File: src/rtl/bomb_pkg.sv
// -----------------------------------------------------------------------------
// bomb_pkg
// Shared definitions for the bomb subsystem: grid geometry, cell-state
// encoding, player identifiers and small helpers for cell addressing.
//   GRID_W / MAP_W     : 10x10 grid, flattened to 100-bit bit planes
//   CELL_MIN/CELL_MAX  : interior coordinate range (border cells never used)
//   cell_index(x,y)    : flattened cell index 10*x+y
//   INTERIOR_MASK      : 1 for every interior cell, 0 on the border
// -----------------------------------------------------------------------------
package bomb_pkg;

    localparam int GRID_W   = 10;
    localparam int CELL_MIN = 1;
    localparam int CELL_MAX = 8;
    localparam int MAP_W    = GRID_W * GRID_W;

    // Cell state is {plane1, plane0}.
    typedef enum logic [1:0] {
        BOMB_EMPTY   = 2'd0,
        BOMB_FUSE1   = 2'd1,
        BOMB_FUSE2   = 2'd2,
        BOMB_EXPLODE = 2'd3
    } cellState_t;

    localparam logic PLAYER_A = 1'b0;
    localparam logic PLAYER_B = 1'b1;

    // 8 bits cover the whole 4-bit coordinate space (max 165), so callers
    // may compute an index before knowing the coordinate is in range.
    function automatic logic [7:0] cell_index(input logic [3:0] x, input logic [3:0] y);
        return 8'(x) * 8'd10 + 8'(y);
    endfunction

    function automatic logic inInterior(input logic [3:0] v);
        return (v >= 4'(CELL_MIN)) && (v <= 4'(CELL_MAX));
    endfunction

    function automatic logic [MAP_W-1:0] interiorMask();
        logic [MAP_W-1:0] m;
        m = '0;
        for (int x = CELL_MIN; x <= CELL_MAX; x++) begin
            for (int y = CELL_MIN; y <= CELL_MAX; y++) begin
                m[x*GRID_W + y] = 1'b1;
            end
        end
        return m;
    endfunction

    localparam logic [MAP_W-1:0] INTERIOR_MASK = interiorMask();

endpackage

File: src/rtl/clk_edge_sync.sv
// -----------------------------------------------------------------------------
// clk_edge_sync
// Brings a slow, asynchronous clock-like signal into the clk domain as data
// and flags its rising edge.
//   clk       : sampling clock
//   rst       : asynchronous active-high reset
//   asyncIn   : raw slow signal
//   syncOut   : asyncIn after STAGES flops
//   risePulse : one clk cycle high when syncOut goes 0->1; the first clk edge
//               that can act on it is STAGES+1 edges after the raw edge
// -----------------------------------------------------------------------------
module clk_edge_sync #(
    parameter int STAGES = 2
) (
    input  logic clk,
    input  logic rst,
    input  logic asyncIn,
    output logic syncOut,
    output logic risePulse
);

    logic [STAGES-1:0] syncChain;
    logic              syncPrev;

    always_ff @(posedge clk or posedge rst) begin
        if (rst) begin
            syncChain <= '0;
            syncPrev  <= 1'b0;
        end else begin
            syncChain <= {syncChain[STAGES-2:0], asyncIn};
            syncPrev  <= syncChain[STAGES-1];
        end
    end

    assign syncOut   = syncChain[STAGES-1];
    assign risePulse = syncOut & ~syncPrev;

endmodule

File: src/rtl/bomb_placer.sv
// -----------------------------------------------------------------------------
// bomb_placer
// Owns the registered bomb map fed to the bomb ticker. Places new bombs from
// player drop presses, re-absorbs the ticker's updated map once per bomb-clock
// tick and limits each player to MAX_BOMBS live bombs.
//   clk                   : system clock
//   rst                   : asynchronous active-high reset
//   bombClk               : slow bomb clock, sampled as data
//   game_state            : 0 = playing, otherwise game over
//   dropA/dropB           : debounced drop buttons (level)
//   playerAx/Ay, Bx/By    : player cell coordinates
//   i_updatedBombMap_0/1  : ticker output bit planes
//   o_curBombMap_0/1      : registered map driving the ticker
//   o_bombCountA/B        : live bombs per player
//   o_dropAckA/B          : one-cycle pulse, bomb placed
//   o_dropRejA/B          : one-cycle pulse, request refused
// -----------------------------------------------------------------------------
module bomb_placer
    import bomb_pkg::*;
#(
    parameter int MAX_BOMBS   = 2,
    parameter int SYNC_STAGES = 2
) (
    input  logic             clk,
    input  logic             rst,
    input  logic             bombClk,
    input  logic [1:0]       game_state,
    input  logic             dropA,
    input  logic             dropB,
    input  logic [3:0]       playerAx,
    input  logic [3:0]       playerAy,
    input  logic [3:0]       playerBx,
    input  logic [3:0]       playerBy,
    input  logic [MAP_W-1:0] i_updatedBombMap_0,
    input  logic [MAP_W-1:0] i_updatedBombMap_1,
    output logic [MAP_W-1:0] o_curBombMap_0,
    output logic [MAP_W-1:0] o_curBombMap_1,
    output logic [1:0]       o_bombCountA,
    output logic [1:0]       o_bombCountB,
    output logic             o_dropAckA,
    output logic             o_dropAckB,
    output logic             o_dropRejA,
    output logic             o_dropRejB
);

    function automatic logic [6:0] popCount(input logic [MAP_W-1:0] v);
        logic [6:0] n;
        n = '0;
        for (int i = 0; i < MAP_W; i++) begin
            n = n + 7'(v[i]);
        end
        return n;
    endfunction

    // count - cleared + placed, held inside 0..MAX_BOMBS.
    function automatic logic [1:0] satCount(input logic [1:0] cur,
                                            input logic [6:0] dec,
                                            input logic       inc);
        int v;
        v = int'(cur) - int'(dec) + int'(inc);
        if (v < 0)         v = 0;
        if (v > MAX_BOMBS) v = MAX_BOMBS;
        return 2'(v);
    endfunction

    logic             bombClkSync;
    logic             tick;
    logic [MAP_W-1:0] ownerMap;     // 0 = A, 1 = B; meaningful only where the cell is nonzero
    logic             pendA, pendB;
    logic             dropAPrev, dropBPrev;

    clk_edge_sync #(
        .STAGES(SYNC_STAGES)
    ) uBombClkSync (
        .clk      (clk),
        .rst      (rst),
        .asyncIn  (bombClk),
        .syncOut  (bombClkSync),
        .risePulse(tick)
    );

    // Requests resolve only while the synced bomb clock is low, so the map
    // never changes near the ticker's sampling edge and never on a tick cycle.
    logic evalEn, evalA, evalB;
    assign evalEn = ~bombClkSync;
    assign evalA  = pendA & evalEn;
    assign evalB  = pendB & evalEn;

    logic             inRangeA, inRangeB;
    logic [7:0]       idxA, idxB;
    logic [MAP_W-1:0] maskA, maskB, occupied;
    assign inRangeA = inInterior(playerAx) && inInterior(playerAy);
    assign inRangeB = inInterior(playerBx) && inInterior(playerBy);
    assign idxA     = cell_index(playerAx, playerAy);
    assign idxB     = cell_index(playerBx, playerBy);
    assign maskA    = inRangeA ? (MAP_W'(1) << idxA) : '0;
    assign maskB    = inRangeB ? (MAP_W'(1) << idxB) : '0;
    assign occupied = o_curBombMap_0 | o_curBombMap_1;

    logic okA, okB, acceptA, acceptB;
    assign okA = (game_state == 2'd0) && inRangeA && (o_bombCountA != 2'(MAX_BOMBS))
                 && ((occupied & maskA) == '0);
    assign okB = (game_state == 2'd0) && inRangeB && (o_bombCountB != 2'(MAX_BOMBS))
                 && ((occupied & maskB) == '0);
    assign acceptA = evalA && okA;
    // A wins a same-cycle race for the same cell.
    assign acceptB = evalB && okB && !(acceptA && (maskA == maskB));

    logic [MAP_W-1:0] placeMaskA, placeMaskB, placeMask;
    assign placeMaskA = acceptA ? maskA : '0;
    assign placeMaskB = acceptB ? maskB : '0;
    assign placeMask  = placeMaskA | placeMaskB;

    // Cells that were live and come back empty from the ticker.
    logic [MAP_W-1:0] clearedMap;
    logic [6:0]       clearedA, clearedB;
    assign clearedMap = occupied & ~(i_updatedBombMap_0 | i_updatedBombMap_1) & INTERIOR_MASK;
    assign clearedA   = tick ? popCount(clearedMap & ~ownerMap) : 7'd0;
    assign clearedB   = tick ? popCount(clearedMap &  ownerMap) : 7'd0;

    logic riseA, riseB;
    assign riseA = dropA & ~dropAPrev;
    assign riseB = dropB & ~dropBPrev;

    always_ff @(posedge clk or posedge rst) begin
        if (rst) begin
            o_curBombMap_0 <= '0;
            o_curBombMap_1 <= '0;
            ownerMap       <= '0;
            o_bombCountA   <= '0;
            o_bombCountB   <= '0;
            o_dropAckA     <= 1'b0;
            o_dropAckB     <= 1'b0;
            o_dropRejA     <= 1'b0;
            o_dropRejB     <= 1'b0;
            pendA          <= 1'b0;
            pendB          <= 1'b0;
            dropAPrev      <= 1'b0;
            dropBPrev      <= 1'b0;
        end else begin
            dropAPrev <= dropA;
            dropBPrev <= dropB;

            // A press while a request is still pending is dropped.
            pendA <= (pendA & ~evalA) | (riseA & ~pendA);
            pendB <= (pendB & ~evalB) | (riseB & ~pendB);

            o_dropAckA <= acceptA;
            o_dropAckB <= acceptB;
            o_dropRejA <= evalA & ~acceptA;
            o_dropRejB <= evalB & ~acceptB;

            o_bombCountA <= satCount(o_bombCountA, clearedA, acceptA);
            o_bombCountB <= satCount(o_bombCountB, clearedB, acceptB);

            if (tick) begin
                o_curBombMap_0 <= i_updatedBombMap_0 & INTERIOR_MASK;
                o_curBombMap_1 <= i_updatedBombMap_1 & INTERIOR_MASK;
                ownerMap       <= ownerMap & ~clearedMap;
            end else begin
                // New bombs start in fuse state 1: plane0 set, plane1 clear.
                o_curBombMap_0 <= o_curBombMap_0 | placeMask;
                o_curBombMap_1 <= o_curBombMap_1 & ~placeMask;
                ownerMap       <= (ownerMap & ~placeMaskA) | placeMaskB;
            end
        end
    end

endmodule

File: config.mk
export PLATFORM = sky130hd
export DESIGN_NAME = bomb_placer
export DESIGN_NICKNAME = d
export VERILOG_FILES = /design/src/rtl/bomb_pkg.sv /design/src/rtl/clk_edge_sync.sv /design/src/rtl/bomb_placer.sv
export SDC_FILE = /design/constraint.sdc
export NUM_CORES = 1
export LEC_CHECK = 0
export ABC_AREA = 1
export ABC_CLOCK_PERIOD_IN_PS = 11800
export BUFFER_PORTS_ARGS = -buffer_cell sky130_fd_sc_hd__buf_2
export CAP_MARGIN = 10
export CELL_PAD_IN_SITES_DETAIL_PLACEMENT = 1
export CELL_PAD_IN_SITES_GLOBAL_PLACEMENT = 1
export CORE_ASPECT_RATIO = 1.5
export CORE_UTILIZATION = 40
export DETAILED_ROUTE_END_ITERATION = 10
export PLACE_DENSITY_LB_ADDON = 0.1
export SYNTH_ARGS = -nofsm -noshare
export SYNTH_HDL_FRONTEND = slang
export SYNTH_SLANG_ARGS = --single-unit
File: constraint.sdc
create_clock -name clk -period 11.8 [get_ports clk]
set_clock_uncertainty 0.15 [all_clocks]
set_input_delay 2.95 -clock clk [delete_from_list [all_inputs] [get_ports clk]]
set_output_delay 2.95 -clock clk [all_outputs]
set_load 0.005 [all_outputs]
==> results_dict.tcl <==
set metrics [dict create \
    antenna_left 0 \
    worstSetupStartpoint "i_updatedBombMap_0[88]" \
    cts_tree "yes" \
    hold_violations 0 \
    r2r-start "o_curBombMap_0[54]$_DFF_PP0_" \
    status "finished clean" \
    dp_hpwl_um 112600 \
    grt_pass1_vias 28870 \
    cts_buffers 30 \
    crit_path_start_kind "input port" \
    design_area_um2 28290 \
    synth-warning-count 0 \
    start_util_pct 40.53 \
    slew_headroom_pct 6.215 \
    crit_fanout 3 \
    routed_wl_um 140000 \
    min_from "uBombClkSync.syncChain[0]$_DFF_PP0_" \
    drive_gt1_share_pct 12.49 \
    antenna_found_initial 3 \
    fin_setup_tns_ps 0 \
    slowest_stage "fa_1" \
    synth_edf_count 0 \
    max_freq_mhz 95.38 \
    finalNetCount 4646 \
    critical_path_class "input port to flop" \
    rsz0062_at_grt "no" \
    post_cts_resize_count 0 \
    synth_nets 4367 \
    synth.distinct_cells 39 \
    min_period_over_period_pct 88.85 \
    synth_seq_area_share_pct 28.19 \
    syn_avg_cell_area_um2 6.227 \
    critPathMostFrequentCell "fa_1" \
    insertion_delay_ps 620 \
    drc_errors 0 \
    cp_data_required_time_ps 12160 \
    peakVddDrop_mv 0.3869 \
    viasPerCell 5.627 \
    fp.dieArea_um2 62950 \
    synth_ff_type "dfrtp_1" \
    die_w_um 205.2 \
    layout_commonest_cell "nand2_1" \
    async_flop_share_pct 100.0 \
    vias 28530 \
    ctsRootBufferMaster "clkbuf_16" \
    power.density_nw_per_um2 194.0 \
    cts_sinks 279 \
    arrival_ps 10840 \
    clk_path_buf_depth 3 \
    r2r_slack_ps 3270 \
    drt-initial-drc-count 2499 \
    whs_ps 215.5 \
    wl_per_cell_um 27.62 \
    cts_setup_buffers 0 \
    maxCapViolCount 0 \
    synth_area_um2 24770 \
    grt_max_degree 105 \
    tightest_slew_ps 1402 \
    drt_pass1_iterations 6 \
    postLayoutCoreUtil_pct 46.30 \
    io_pins 431 \
    power.total_w 0.005489 \
    grt_use_total_pct 44.71 \
    period_minus_slack_ps 10480 \
    h-tree-depth 1 \
    p_leak_nw 15.16 \
    postSynthCellCount 3978 \
    path_clk_slew_ps 70 \
    hold_class "flop to flop" \
    die_y_um 306.8 \
    dpl_cell_area_um2 27210 \
    ys_ff_latch 279 \
    coreArea_um2 61110 \
    ctsHoldBuffers 0 \
    place_congestion 1.087 \
    setup_viol 0 \
    grt_overflow 0 \
    grt_first_pass_wirelength_um 198900 \
    syn_to_final_growth_pct 14.23 \
    slew_viol_final 0 \
    critical_path.max_stage_delay_ps 670 \
    end_kind "flop" \
    rows 111 \
    final_cell_mix "1146 x nand2_1, 689 x nor2_1, 609 x inv_1" \
    io_buffers 358 \
]
## report_power, final
group          total, W  internal, W  switching (W)
logic           0.00325      0.00116        0.00209
clock network   0.00106     0.000627       0.000435
registers       0.00118      0.00107       0.000106
## metal layers
metal / GRT usage, % / up-vias / share of wire (%)
met2: 71.71 / 1340 / 46
met1: 50.48 / 13950 / 36
li1: - / 12770 / -
met4: 38.35 / 0 / 11
met5: 0 / - / 0
met3: 9.125 / 484 / 7.5
## critical path: cells and delay by family
| kind | cells | cell delay, ps |
|---|---|---|
| buf+inv | 4 | 320 |
| simple gates | 12 | 1820 |
| fa+ha+maj | 11 | 5380 |
| compound gates | 2 | 390 |
## worst paths after layout
check	to	cells past startpoint
setup / recovery	o_bombCountB[0]$_DFF_PP0_	29
hold / removal	uBombClkSync.syncChain[1]$_DFF_PP0_	0
setup reg to reg	o_bombCountA[0]$_DFF_PP0_	30
hold reg to reg	uBombClkSync.syncChain[1]$_DFF_PP0_	0
max in group asynchronous	o_curBombMap_0[35]$_DFF_PP0_	3
min in group asynchronous	o_curBombMap_1[61]$_DFF_PP0_	2
## area by class of cell
class	instances	area, um2
fillers	8498	32810
inverters	626	2362
well taps	791	989.7
diodes	4	10.01
multi-input cells	2925	14780
flip-flops and latches	279	6982
repair buffers	395	2113
clock inverters	6	157.7
clock buffers	45	898.4
## cell families (layout without fill, tap and decap cells)
| logic type | after synthesis | after routing | share of synthesized area (%) |
|---|---|---|---|
| and+or+nand+nor | 2423 | 2423 | 40.38 |
| buffers and inverters | 774 | 1072 | 12.39 |
| AOI/OAI and AO/OA | 319 | 319 | 6.602 |
| DFF | 279 | 279 | 28.19 |
| adders and majority gates | 166 | 166 | 11.84 |
| xor gates and xnor gates | 17 | 17 | 0.6011 |
| other | 0 | 4 | 0 |
## synth_stat cells (52+ instances only)
cell	n	area, um2
inv_1	611	2293
nand3_1	404	2022
buf_2	70	350.3
a21oi_1	188	940.9
nor3_1	55	275.3
dfrtp_1	279	6982
or2_2	52	325.3
ha_1	52	650.6
nand2_1	1149	4313
fa_1	114	2282
o21ai_0	107	535.5
clkbuf_1	56	210.2
nor2_1	694	2605
## metrics by stage
step	std cells	setup slack (ps)
after floorplan	3978	1006
after global placement	5015	879.0
after detailed placement	5015	706.7
after CTS	5066	1337
after global routing	5067	859.1
final	5071	1316
## registers in the layout (all words and copies together) (netlist names), 2 cells and up
name and cells:
o_bombCountB 2, uBombClkSync.syncChain 2, ownerMap 64, o_bombCountA 2, o_curBombMap_0 100, o_curBombMap_1 100
No activity file was read; power rests on OpenSTA's default activity.
